**config.mk**
```make
export PLATFORM = sky130hd
export DESIGN_NAME = multicycle_control
export DESIGN_NICKNAME = d
export VERILOG_FILES = /design/src/rtl/multicycle_control.sv
export SDC_FILE = /design/constraint.sdc
export NUM_CORES = 1
export LEC_CHECK = 0
export CAP_MARGIN = 20
export CORE_MARGIN = 1.5
export CORE_UTILIZATION = 40
export CTS_CLUSTER_DIAMETER = 50
export DETAILED_ROUTE_END_ITERATION = 10
export PLACE_DENSITY = 0.8
export SYNTH_ARGS = -nofsm -noshare
export SYNTH_HDL_FRONTEND = slang
export SYNTH_SLANG_ARGS = --single-unit
```
**constraint.sdc**
```tcl
create_clock -name Clk -period 3.2 [get_ports Clk]
set_input_delay 0.8 -clock Clk [delete_from_list [all_inputs] [get_ports Clk]]
set_output_delay 0.8 -clock Clk [all_outputs]
set_load 0.01 [all_outputs]
```
**src/rtl/multicycle_control.sv**
```systemverilog
// Multicycle MIPS control FSM; outputs are a Moore decode of state (FETCH/MEMRD/MEMWR wait on memReady).
// Latency: 3-5 cycles per instruction with memReady high, plus one per wait cycle; illegal opcode takes 2.
// Optional MULTICYCLE_PERF_EN adds cycleCount/instrCount performance counters.
module multicycle_control #(
    parameter logic [5:0] OPC_RTYPE = 6'b000000,
    parameter logic [5:0] OPC_LW    = 6'b100011,
    parameter logic [5:0] OPC_SW    = 6'b101011,
    parameter logic [5:0] OPC_BEQ   = 6'b000100,
    parameter logic [5:0] OPC_ADDI  = 6'b001000,
    parameter logic [5:0] OPC_J     = 6'b000010
) (
    input  logic        Clk,
    input  logic        Reset,
    input  logic [5:0]  opcode,
    input  logic        memReady,
    output logic        PCWrite,
    output logic        PCWriteCond,
    output logic        IorD,
    output logic        MemRead,
    output logic        MemWrite,
    output logic        IRWrite,
    output logic        MemToReg,
    output logic        RegDST,
    output logic        RegWrite,
    output logic        ALUSrcA,
    output logic [1:0]  ALUSrcB,
    output logic [1:0]  AluOp,
    output logic [1:0]  PCSource,
    output logic        illegalOp,
`ifdef MULTICYCLE_PERF_EN
    output logic [31:0] cycleCount,
    output logic [31:0] instrCount,
`endif
    output logic [3:0]  state
);

    localparam logic [3:0] FETCH   = 4'd0;
    localparam logic [3:0] DECODE  = 4'd1;
    localparam logic [3:0] MEMADR  = 4'd2;
    localparam logic [3:0] MEMRD   = 4'd3;
    localparam logic [3:0] MEMWB   = 4'd4;
    localparam logic [3:0] MEMWR   = 4'd5;
    localparam logic [3:0] EXEC    = 4'd6;
    localparam logic [3:0] RTYPEWB = 4'd7;
    localparam logic [3:0] BRANCH  = 4'd8;
    localparam logic [3:0] ADDI_EX = 4'd9;
    localparam logic [3:0] ADDI_WB = 4'd10;
    localparam logic [3:0] JUMP    = 4'd11;

    logic [3:0] next_state;

    always_ff @(posedge Clk or posedge Reset) begin
        if (Reset) state <= FETCH;
        else       state <= next_state;
    end

    always_comb begin
        next_state = FETCH;
        case (state)
            FETCH:   next_state = memReady ? DECODE : FETCH;
            DECODE: begin
                if (opcode == OPC_LW || opcode == OPC_SW) next_state = MEMADR;
                else if (opcode == OPC_RTYPE)             next_state = EXEC;
                else if (opcode == OPC_BEQ)               next_state = BRANCH;
                else if (opcode == OPC_ADDI)              next_state = ADDI_EX;
                else if (opcode == OPC_J)                 next_state = JUMP;
                else                                      next_state = FETCH;
            end
            MEMADR:  next_state = (opcode == OPC_SW) ? MEMWR : MEMRD;
            MEMRD:   next_state = memReady ? MEMWB : MEMRD;
            MEMWR:   next_state = memReady ? FETCH : MEMWR;
            EXEC:    next_state = RTYPEWB;
            ADDI_EX: next_state = ADDI_WB;
            default: next_state = FETCH;
        endcase
    end

    // Outputs are gated by Reset so nothing is written while reset is held.
    always_comb begin
        PCWrite     = 1'b0;
        PCWriteCond = 1'b0;
        IorD        = 1'b0;
        MemRead     = 1'b0;
        MemWrite    = 1'b0;
        IRWrite     = 1'b0;
        MemToReg    = 1'b0;
        RegDST      = 1'b0;
        RegWrite    = 1'b0;
        ALUSrcA     = 1'b0;
        ALUSrcB     = 2'b00;
        AluOp       = 2'b00;
        PCSource    = 2'b00;
        illegalOp   = 1'b0;
        if (!Reset) begin
            case (state)
                FETCH: begin
                    MemRead = 1'b1;
                    ALUSrcB = 2'b01;
                    IRWrite = memReady;
                    PCWrite = memReady;
                end
                DECODE: begin
                    ALUSrcB = 2'b11;
                    illegalOp = !(opcode == OPC_LW || opcode == OPC_SW || opcode == OPC_RTYPE ||
                                  opcode == OPC_BEQ || opcode == OPC_ADDI || opcode == OPC_J);
                end
                MEMADR, ADDI_EX: begin
                    ALUSrcA = 1'b1;
                    ALUSrcB = 2'b10;
                end
                MEMRD: begin
                    MemRead = 1'b1;
                    IorD    = 1'b1;
                end
                MEMWB: begin
                    RegWrite = 1'b1;
                    MemToReg = 1'b1;
                end
                MEMWR: begin
                    MemWrite = 1'b1;
                    IorD     = 1'b1;
                end
                EXEC: begin
                    ALUSrcA = 1'b1;
                    AluOp   = 2'b10;
                end
                RTYPEWB: begin
                    RegWrite = 1'b1;
                    RegDST   = 1'b1;
                end
                BRANCH: begin
                    ALUSrcA     = 1'b1;
                    AluOp       = 2'b01;
                    PCWriteCond = 1'b1;
                    PCSource    = 2'b01;
                end
                ADDI_WB: RegWrite = 1'b1;
                JUMP: begin
                    PCWrite  = 1'b1;
                    PCSource = 2'b10;
                end
                default: ;
            endcase
        end
    end

`ifdef MULTICYCLE_PERF_EN
    always_ff @(posedge Clk or posedge Reset) begin
        if (Reset) begin
            cycleCount <= 32'd0;
            instrCount <= 32'd0;
        end else begin
            cycleCount <= cycleCount + 32'd1;
            if (state != FETCH && next_state == FETCH)
                instrCount <= instrCount + 32'd1;
        end
    end
`endif

endmodule
```
Word level (Yosys, flattened, before mapping)
Index checks and enable logic that the tools add are counted.
{"block": "classes", "n_lt_le_gt_ge": 0, "n_eq_ne": 16, "multipliers": 0, "shift": 0, "div": 0, "n_reduce_logical": 13, "muxes": 38, "addsub": 0, "bitwise_logic": 0}
{"operator": "$pmux 4 s7", "n": 1}
{"operator": "$mux 1", "n": 22}
{"operator": "$mux 4", "n": 5}
{"operator": "$eq 4x3->1 const B", "n": 4}
{"operator": "$eq 4x4->1 const B", "n": 4}
{"operator": "$eq 6x6->1 const B", "n": 2}
{"operator": "$mux 3", "n": 3}
{"operator": "$eq 4x2->1 const B", "n": 2}
{"operator": "$pmux 2 s2", "n": 2}
{"operator": "$eq 6x2->1 const B", "n": 1}
{"operator": "$eq 6x3->1 const B", "n": 1}
{"operator": "$eq 6x4->1 const B", "n": 1}
{"operator": "$logic_not 6->1", "n": 1}
{"operator": "$mux 2", "n": 3}
{"operator": "$pmux 2 s3", "n": 1}
{"operator": "$reduce_or 2->1", "n": 3}
{"operator": "$logic_or 1x1->1", "n": 5}
{"operator": "$eq 4x1->1 const B", "n": 1}
{"operator": "$logic_not 4->1", "n": 1}
{"operator": "$reduce_or 4->1", "n": 1}
{"operator": "$reduce_or 3->1", "n": 1}
{"operator": "$pmux 1 s2", "n": 1}
{"operator": "$logic_not 1->1", "n": 1}
{"block": "totals", "ramBits": 0, "mem_bits_ro": 0, "out_inout_bits": 21, "elab_cells": 68, "reg_bits": 4, "n_memories": 0, "latch_bits": 0}

Logic depth before layout (Yosys ltp)
Gate-level depths: netlist of run 1.
{"block": "depth", "depth_word": 9, "mapped_depth": 4, "ltp_nobuf": 3}

Worst setup path after synthesis of run 1
OpenSTA, ideal clock, no wires.
{"block": "synth_path", "path_kind": "input to output", "startpoint": "in Reset", "endpoint": "out PCWrite", "cell_stages": 4, "t_required_ns": 2.400, "t_arrival_ns": 1.863, "path_slack_ns": 0.537, "cell_sequence": "buf_2 or3_4 nor4b_2 or2_1"}
{"block": "synth_between", "elab_chain_cells": 1}
{"element": "start: declaration", "line_no": "13", "text": "input logic Reset,"}
{"element": "$mux 1", "line_no": "94", "text": "if (!Reset) begin"}
{"element": "end: declaration", "line_no": "16", "text": "output logic PCWrite,"}
Every way passes these cells.

Worst setup path after layout of run 1
{"block": "layout_path", "startpoint": "in Reset", "endpoint": "out PCWriteCond"}
{"block": "layout_between", "elab_chain_cells": 1}
{"element": "$mux 1", "line_no": "94"}
{"element": "end: declaration", "line_no": "17", "text": "output logic PCWriteCond,"}
Every way passes these cells.

==> flow_metrics.tcl, run 1 <==
set metrics [dict create \
    regToRegStartpoint "state[1]$_DFF_PP0_" \
    wire_length_of_the_first_global_routing_pass_mm 2.53 \
    detail_route.drc_violations 0 \
    switching_component_of_the_power_w 0.000207 \
    die_width_um 39.9 \
    detailedRoute.firstIterationViolations 8 \
    htree_num_levels 1 \
    post_synth_instance_area_um2 546 \
    leakage_nw 0.425 \
    holdBufCountCts 0 \
    p_int_w 0.000285 \
    status "completed" \
    top_regs "state (4)" \
    yosysMostFrequentCell "sky130_fd_sc_hd__nor2_1" \
    finalWeightedCongestion 0.833 \
    post-route-period-util 0.976 \
    worst_path_required_time_ps 2400 \
    final_cell_area_um2 967 \
    synthesis.area_per_instance_um2 7.68 \
    unrepaired_setup_endpoints_after_global_routing "no" \
    grt.overflow.total 0 \
    max-slew-margin-rel 0.794 \
    cpLargestDelayFamily "buffers and inverters" \
    critical_path_cell_by_cell "clkdlybuf4s50_1 > buf_4 > nor4_2 > clkdlybuf4s50_1" \
    min_path_type "flip-flop to flip-flop" \
    worst_skew_pair.late_latency_ps 230 \
    worst-path-max-fanout 8 \
    netlist_top_cells_count "sky130_fd_sc_hd__nor2_1, sky130_fd_sc_hd__buf_2, sky130_fd_sc_hd__dfrtp_1" \
    maxSlewViolCount 0 \
    power.total_w 0.000493 \
    max_freq_mhz 320 \
    synth_top_area_share 0.183 \
    synth.yosys.warnings 0 \
    clock_sink_count 4 \
    post_route_antenna_net_violation_count 0 \
    core-area_mm2 0.00128 \
    synth_nets 80 \
    whs_ps 723 \
    antenna_found_initial 0 \
    route.layer.met1.wl_um 702 \
    first_global_vias 605 \
    clock_tree_from_tritoncts "done" \
    root_buffer_master "sky130_fd_sc_hd__clkbuf_4" \
    distinct_cell_type_count_after_synthesis 37 \
    met3_length_um 55 \
    wl_per_cell_um 13.7 \
    cpPeakStageDelay_ps 600 \
    hpwl_mm 1.30 \
    power.share.combinational 0.733 \
    final_net_count 121 \
    final-setup-viol-count 0 \
    share_of_flip_flops_with_an_asynchronous_set_or_reset 1.00 \
    worst_margin_slew_ps 307 \
    worst-setup-path-type "input pin to primary output" \
    kind_of_capture_point_of_the_worst_setup_path "primary output" \
    synth_area_leader_cell "sky130_fd_sc_hd__dfrtp_1" \
    max-vdd-ir-drop_v 0.000250 \
    die_h_um 39.9 \
    floorplan.initialDensity 0.425 \
    overall_die_area_mm2 0.00159 \
    maximum_number_of_pins_on_one_net_before_global_route_repair 17 \
    yosys_most_used_dff "sky130_fd_sc_hd__dfrtp_1" \
    cts-buffers-inserted 3 \
    ios 30 \
    setup.worst_path.start "Reset" \
    largest_register_ff_count 4 \
    ys_seq_elements 4 \
    share_clk_of_total_power 0.122 \
    critical_path.n_buffers_inverters 3 \
    clkSlewWorstSetupHoldPaths_ps 40 \
    max-clock-path-buffers 2 \
    mapped_cells 71 \
    cap_viol_max_count 0 \
    syn2layout_area_growth_pct 77.3 \
    placedInstanceArea_um2 925 \
    post_synth_main_area_contributors "sky130_fd_sc_hd__dfrtp_1, sky130_fd_sc_hd__nor2_1, sky130_fd_sc_hd__nor3b_1" \
    route.vias.total 713 \
    numPortBuffers 29 \
    synth_enable_flop_cells 0 \
    post_route_utilization 0.753 \
    power.sequential.fraction 0.144 \
    route.met2.wl_um 895 \
    power.switching_fraction 0.421 \
    top_layer_used "met4" \
    track_usage 0.244 \
    min_from "state[0]$_DFF_PP0_" \
    worstSetupStartpointType "input pin" \
    largest-register "state" \
    slowest_stage_cell_cp "sky130_fd_sc_hd__clkdlybuf4s50_1" \
    num-fill-cells 121 \
    layout_min_cycle_time_ps 3120 \
    route.final.wire_length_mm 1.71 \
    drive_above_1_share 0.209 \
    power_density_mw_per_mm2 509 \
    placement_rows 13 \
    finalHoldViolCount 0 \
    synth.yosys.seq_area_share 0.183 \
    path_common_cell "sky130_fd_sc_hd__clkdlybuf4s50_1" \
    num_antenna_cells 0 \
    clock_skew_ps 0.688 \
    post_drt_via_cell_ratio 5.70 \
    worst-endpoint-arrival_ps 2320 \
    drt-pass1-iter-count 4 \
]
## layout make-up
type | instances | area (um^2) | area share
flip-flops and latches | 4 | 100 | 0.103
clock buffers | 3 | 22.5 | 0.0233
repair buffers | 43 | 395 | 0.409
well taps | 15 | 18.8 | 0.0194
inverters | 1 | 3.75 | 0.00388
multi-input cells | 59 | 427 | 0.441
## cell families (layout without fill, tap and decap cells)
logic type | after synthesis | in the layout | share of synthesized area
AOI/OAI and AO/OA | 15 | 15 | 0.193
xor gates and xnor gates | 3 | 3 | 0.0482
buffers and inverters | 8 | 47 | 0.0711
DFF | 4 | 4 | 0.183
and+or+nand+nor | 41 | 41 | 0.505
## power groups by stage
stage                     Clock [W]  Sequential [W]  Combinational (W)
after floorplan                   0       0.0000918           0.000172
after global placement            0       0.0000719           0.000342
after detailed placement          0       0.0000719           0.000350
after CTS                 0.0000617       0.0000712           0.000351
after global routing      0.0000642       0.0000737           0.000385
final                     0.0000603       0.0000710           0.000361
## worst reg2reg max path: cells and delay by family (launching register included)
kind	cells	cell delay [ps]
compound gates	1	220
flops	1	370
buf+inv	1	190
simple gates	2	690
## cells in the final DEF (no fill, tap or decap), types with 2 or more instances in the layout
cell type,instances
sky130_fd_sc_hd__and3_1,2
sky130_fd_sc_hd__a21oi_1,3
sky130_fd_sc_hd__o221ai_1,2
sky130_fd_sc_hd__nor2_1,8
sky130_fd_sc_hd__nand2_1,2
sky130_fd_sc_hd__nand2b_1,3
sky130_fd_sc_hd__nor3_1,3
sky130_fd_sc_hd__xnor2_1,2
sky130_fd_sc_hd__o21ai_0,3
sky130_fd_sc_hd__nor2b_1,3
sky130_fd_sc_hd__clkdlybuf4s50_1,25
sky130_fd_sc_hd__dlygate4sd2_1,2
sky130_fd_sc_hd__nor3b_1,3
sky130_fd_sc_hd__nand3b_1,2
sky130_fd_sc_hd__buf_4,14
sky130_fd_sc_hd__dfrtp_1,4
sky130_fd_sc_hd__or2_1,2
sky130_fd_sc_hd__clkbuf_4,3
sky130_fd_sc_hd__o211a_1,2
## final timing paths
check                      slack (ps)  cells past startpoint                  to
min                               720                      2  state[3]$_DFF_PP0_
max in group asynchronous        2030                      4  state[0]$_DFF_PP0_
min reg2reg                       720                      2  state[3]$_DFF_PP0_
max                                80                      4         PCWriteCond
max reg2reg                      1620                      4  state[1]$_DFF_PP0_
min in group asynchronous        1070                      4  state[2]$_DFF_PP0_
## through the flow
stage | instances | TNS [ps] | worst slack, ps
2_1_floorplan | 71 | 0 | 537
3_3_place_gp | 122 | -423 | -173
3_5_place_dp | 122 | -484 | -224
4_1_cts | 125 | 0 | 54.3
5_1_grt | 125 | 0 | 20.6
6_report | 125 | 0 | 77.6
## per-layer routing
metal / up-vias / GRT usage
met4: 0 / 0.155
met2: 27 / 0.435
li1: 350 / -
met5: - / 0
met1: 330 / 0.255
met3: 6 / 0.0500
## repair_timing
action	in CTS	in global routing
gates resized for setup	4	4
endpoints found under the setup margin	3	4
pin swaps	0	0
buffers inserted	0	0
hold endpoints to repair	0	0
No activity file was read; power rests on OpenSTA's default activity.
==> run 2: changes to the inputs <==
Settings changed: CORE_UTILIZATION 40 to 34, PLACE_DENSITY 0.8 to 0.72.
Clock period 3.2 ns to 2.7 ns, I/O delays scaled along.
==> run 2 against run 1 <==
  * Global-route usage shrank 4.1 points
  * Clock skew grew 6.4 ps
  * Clock-buffer cell count is the same
  * Routed wire length is 1.4% lower
  * Critical path depth up 1
  * Sequential power increased by 31%
  * Sequential share of layout area down 0.13 points
  * Register-to-register slack got worse by 360 ps
  * Final cell count is 1.6% higher
  * Clock power up 25%
  * Hold slack better by 21 ps
  * Largest cell class unchanged
  * Highest routed layer unchanged
==> flow_metrics.tcl, run 2 (synthesized netlist as in run 1, its figures left out) <==
set metrics [dict create \
    post-route-period-util 0.983 \
    cts-buffers-inserted 3 \
    final-setup-viol-count 0 \
    max_freq_mhz 377 \
    finalWeightedCongestion 0.792 \
    worst-endpoint-arrival_ps 1980 \
    first_global_vias 658 \
    antenna_found_initial 0 \
    worst_skew_pair.late_latency_ps 240 \
    placedInstanceArea_um2 933 \
    top_regs "state (4)" \
    max-slew-margin-rel 0.844 \
    worst-path-max-fanout 4 \
    worst_margin_slew_ps 231 \
    drt-pass1-iter-count 4 \
    layout_min_cycle_time_ps 2650 \
    wire_length_of_the_first_global_routing_pass_mm 2.85 \
    final_cells 127 \
    numPortBuffers 29 \
    maxSlewViolCount 0 \
    drive_above_1_share 0.234 \
    final_cell_area_um2 980 \
    timing.final.ws_setup_ps 45.1 \
    worstSetupStartpointType "input pin" \
    syn2layout_area_growth_pct 79.6 \
    ios 30 \
    whs_ps 743 \
    htree_num_levels 1 \
    unrepaired_setup_endpoints_after_global_routing "no" \
    finalHoldViolCount 0 \
    place.detailed.instances 124 \
    min_path_type "input pin to asynchronous set/reset pin" \
    largest_register_ff_count 4 \
    clock_skew_ps 7.12 \
    clock_sink_count 4 \
    worst-setup-path-type "input pin to primary output" \
    largest-register "state" \
    grt.overflow.total 0 \
    num_antenna_cells 0 \
    cts_setup_buffers 0 \
    clkSlewWorstSetupHoldPaths_ps 40 \
    mostFrequentLayoutCell "sky130_fd_sc_hd__buf_4" \
    max-clock-path-buffers 2 \
    power_density_mw_per_mm2 594 \
    die_width_um 43.1 \
    route.vias.total 690 \
    root_buffer_master "sky130_fd_sc_hd__clkbuf_4" \
    die_h_um 43.1 \
    detail_route.drc_violations 0 \
    detailedRoute.firstIterationViolations 21 \
    post_drt_via_cell_ratio 5.43 \
    hpwl_mm 1.26 \
    post_route_antenna_net_violation_count 0 \
    floorplan.initialDensity 0.362 \
    clock_tree_from_tritoncts "done" \
    pre_cts_ws_ps -472 \
    leakage_nw 0.536 \
    final_net_count 122 \
    route.final.wire_length_mm 1.68 \
    worst_path_required_time_ps 2030 \
    track_usage 0.202 \
    wl_per_cell_um 13.3 \
    power.total_w 0.000582 \
    layout_common_cells "sky130_fd_sc_hd__buf_4, sky130_fd_sc_hd__clkdlybuf4s50_1, sky130_fd_sc_hd__nor2_1, sky130_fd_sc_hd__dlygate4sd2_1, sky130_fd_sc_hd__dlymetal6s2s_1" \
    overall_die_area_mm2 0.00185 \
    cap_viol_max_count 0 \
    placement_rows 14 \
    kind_of_capture_point_of_the_worst_setup_path "primary output" \
    core-area_mm2 0.00151 \
    maximum_number_of_pins_on_one_net_before_global_route_repair 17 \
    max-vdd-ir-drop_v 0.000338 \
    status "completed" \
]
## run 2: cell count changes in the layout (fill, tap and decap cells not counted)
cell	previous run	this run
sky130_fd_sc_hd__dlymetal6s2s_1	1	7
sky130_fd_sc_hd__clkdlybuf4s15_1	1	0
sky130_fd_sc_hd__buf_2	0	1
sky130_fd_sc_hd__dlygate4sd2_1	2	8
sky130_fd_sc_hd__clkdlybuf4s15_2	0	1
sky130_fd_sc_hd__clkdlybuf4s50_1	25	12
sky130_fd_sc_hd__buf_4	14	15
## run 2: final timing paths
check | slack [ps] | end | depth (start not counted) | start
worst max-delay path | 50 | PCWrite | 5 | Reset
worst min-delay path | 740 | state[2]$_DFF_PP0_ | 4 | Reset
worst max register to register | 1260 | state[2]$_DFF_PP0_ | 3 | state[2]$_DFF_PP0_
max in group asynchronous | 1850 | state[1]$_DFF_PP0_ | 4 | Reset
min in group Clk | 750 | state[3]$_DFF_PP0_ | 2 | state[3]$_DFF_PP0_
worst min register to register | 750 | state[3]$_DFF_PP0_ | 2 | state[3]$_DFF_PP0_
## run 2: critical path, cell delays in order
cell	delay [ps]
sky130_fd_sc_hd__dlygate4sd2_1	260
sky130_fd_sc_hd__or3_4	430
sky130_fd_sc_hd__nor4b_4	270
sky130_fd_sc_hd__or2_1	130
sky130_fd_sc_hd__clkdlybuf4s15_2	210
## run 2: power by group
group / switching, W / internal, W / total, W
combinational: 0.000205 / 0.000208 / 0.000414
clock: 0.0000258 / 0.0000498 / 0.0000756
sequential: 0.0000159 / 0.0000770 / 0.0000929
## run 2: area by class of cell
class	count	area (um^2)
flip-flops and latches	4	100
well taps	16	20.0
inverters	1	3.75
fillers	142	527
clock buffers	3	22.5
repair buffers	44	407
multi-input cells	59	427
## run 2: stage by stage
step / util / setup TNS (ps)
after floorplan: - / 0
after CTS: 0.635 / -3.88
after detailed placement: 0.620 / -2590
after global routing: 0.650 / 0
after global placement: 0.620 / -2740
final: 0.650 / 0
## run 2: what timing repair did
action                     4_1_cts  5_1_grt
pin swaps                        1        0
gates resized for setup         18        8
setup endpoints to repair       15        9
hold buffers                     0        0
## run 2: layer usage
layer / vias up / routed length, um / track usage
li1: 344 / - / -
met1: 318 / 730 / 0.249
met2: 25 / 843 / 0.339
met3: 3 / 97 / 0.0468
met4: 0 / 12 / 0.0788
met5: - / 0 / 0
==> run 3: changes to the inputs <==
Settings changed: HOLD_SLACK_MARGIN set to 0.03, RECOVER_POWER set to 25.
==> run 3 against run 2 <==
  * Worst setup slack is essentially flat
  * Routed wire length shrank 0.42%
  * Non-clock buffer count is the same
  * Clock power is essentially flat
  * Cell area shrank 0.77%
  * Final cell count is the same
  * Hold slack gained 7.2 ps
  * Flip-flop and latch count is the same
  * Combinational power shrank 1%
  * Total power shrank 0.75%
  * Sequential share of layout area grew 0.079 points
==> flow_metrics.tcl, run 3 (synthesized netlist as in run 1, its figures left out) <==
set metrics [dict create \
    hpwl_mm 1.26 \
    worst-path-max-fanout 4 \
    num_antenna_cells 0 \
    share_clk_of_total_power 0.130 \
    clock_tree_from_tritoncts "done" \
    drive_above_1_share 0.216 \
    wire_length_of_the_first_global_routing_pass_mm 2.85 \
    ios 30 \
    holdBufCountCts 0 \
    worst_skew_pair.late_latency_ps 240 \
    clock_sink_count 4 \
    largest_register_ff_count 4 \
    worstRegToRegCells 3 \
    min_path_type "flip-flop to flip-flop" \
    track_usage 0.202 \
    route.vias.total 692 \
    kind_of_capture_point_of_the_worst_setup_path "primary output" \
    finalWeightedCongestion 0.792 \
    route.final.wire_length_mm 1.68 \
    overall_die_area_mm2 0.00185 \
    layout_common_cells "sky130_fd_sc_hd__buf_4, sky130_fd_sc_hd__clkdlybuf4s50_1, sky130_fd_sc_hd__nor2_1, sky130_fd_sc_hd__dlygate4sd2_1, sky130_fd_sc_hd__dlymetal6s2s_1" \
    critical_path.reg2reg.endpoint "state[2]$_DFF_PP0_" \
    regToRegStartpoint "state[2]$_DFF_PP0_" \
    power_density_mw_per_mm2 594 \
    antenna_found_initial 0 \
    leakage_nw 0.530 \
    maximum_number_of_pins_on_one_net_before_global_route_repair 17 \
    top_regs "state (4)" \
    min_delay_path_depth 2 \
    unrepaired_setup_endpoints_after_global_routing "no" \
    first_global_vias 658 \
    placement_rows 14 \
    finalHoldViolCount 0 \
    final-setup-viol-count 0 \
    p_int_w 0.000331 \
    root_buffer_master "sky130_fd_sc_hd__clkbuf_4" \
    power.share.combinational 0.709 \
    grt.overflow.total 0 \
    clkSlewWorstSetupHoldPaths_ps 30 \
    whs_ps 751 \
    post_drt_via_cell_ratio 5.45 \
    worst-setup-path-type "input pin to primary output" \
    die_h_um 43.1 \
    final_cells 127 \
    max-slew-margin-rel 0.844 \
    timing.hold.worst_endpoint "state[3]$_DFF_PP0_" \
    min_from "state[3]$_DFF_PP0_" \
    syn2layout_area_growth_pct 78.2 \
    floorplan.initialDensity 0.362 \
    mostFrequentLayoutCell "sky130_fd_sc_hd__buf_4" \
    cap_viol_max_count 0 \
    switching_component_of_the_power_w 0.000246 \
    post_route_antenna_net_violation_count 0 \
    layout_min_cycle_time_ps 2650 \
    reg2reg_slack_ps 1260 \
    num-fill-cells 144 \
    core-area_mm2 0.00151 \
    place.detailed.instances 124 \
    power.sequential.fraction 0.160 \
    worst_margin_slew_ps 231 \
    worst_path_required_time_ps 2030 \
    final_net_count 122 \
    max_freq_mhz 377 \
    max-vdd-ir-drop_v 0.000317 \
    die_width_um 43.1 \
    numPortBuffers 29 \
    worstSetupStartpointType "input pin" \
    post-route-period-util 0.983 \
    htree_num_levels 1 \
    detail_route.drc_violations 0 \
    drt-pass1-iter-count 4 \
    largest-register "state" \
    maxSlewViolCount 0 \
    status "completed" \
    detailedRoute.firstIterationViolations 21 \
    cts-buffers-inserted 3 \
    clock_skew_ps 6.64 \
    power.switching_fraction 0.427 \
    max-clock-path-buffers 2 \
    wl_per_cell_um 13.2 \
    worst-endpoint-arrival_ps 1980 \
]
run 3: cell count changes in the layout (fill, tap and decap cells not counted), sizes merged:
| cell | change |
|---|---|
| dlygate4sd3 | +1 |
| clkbuf | +2 |
| buf | -2 |
| clkdlybuf4s50 | -1 |
run 3: how the worst max path moves through the flow:
| stage | from | endpoint | slack, ps | cells past startpoint |
|---|---|---|---|---|
| 6_report | Reset | PCWrite | 50 | 5 |
| 5_1_grt | Reset | PCWrite | 7 | 5 |
| 4_1_cts | Reset | MemRead | -4 | 4 |
| 3_5_place_dp | opcode[2] | illegalOp | -470 | 5 |
| 3_3_place_gp | opcode[2] | illegalOp | -500 | 5 |
| 2_1_floorplan | Reset | PCWrite | 290 | 4 |
run 3: power groups by stage:
| stage | Clock (W) | Combinational [W] | Sequential [W] |
|---|---|---|---|
| 6_report | 0.0000753 | 0.000410 | 0.0000926 |
| 5_1_grt | 0.0000757 | 0.000446 | 0.0000961 |
| 4_1_cts | 0.0000743 | 0.000417 | 0.0000933 |
| 3_5_place_dp | 0 | 0.000414 | 0.0000941 |
| 3_3_place_gp | 0 | 0.000406 | 0.0000929 |
| 2_1_floorplan | 0 | 0.000204 | 0.000109 |
run 3: timing repair:
| action | 4_1_cts | 5_1_grt |
|---|---|---|
| buffers inserted | 0 | 0 |
| gates resized for setup | 18 | 8 |
| setup endpoints to repair | 15 | 9 |
| pin swaps | 1 | 0 |
run 3: per-stage QoR:
step	area (um^2)	TNS (ps)	util	worst slack [ps]	power (W)
floorplan	546	0	-	287	0.000313
global placement	933	-2740	0.620	-499	0.000499
detailed placement	933	-2590	0.620	-472	0.000508
CTS	956	-3.88	0.635	-3.88	0.000585
global route	972	0	0.645	7.02	0.000618
finish	972	0	0.645	45.3	0.000578
run 3: critical path, cell delays in order:
cell and delay, ps:
sky130_fd_sc_hd__dlygate4sd2_1 260, sky130_fd_sc_hd__or3_4 430, sky130_fd_sc_hd__nor4b_4 270, sky130_fd_sc_hd__or2_1 130, sky130_fd_sc_hd__clkdlybuf4s15_2 210
run 3: per-layer routing:
metal,global-route usage,wire [um],up-vias,share of wire
met4,0.0788,12,0,0.0072
met1,0.249,724,319,0.43
met5,0,0,-,0
met2,0.339,843,25,0.50
met3,0.0468,97,3,0.058
li1,-,-,345,-
run 3: layout make-up:
type                            instances  area, um^2  share of cell area
Inverter                                1        3.75             0.00386
Timing Repair Buffer                   44         399               0.411
Clock buffer                            3        22.5              0.0232
Sequential cell                         4         100               0.103
Tap cell                               16        20.0              0.0206
Multi-Input combinational cell         59         427               0.439
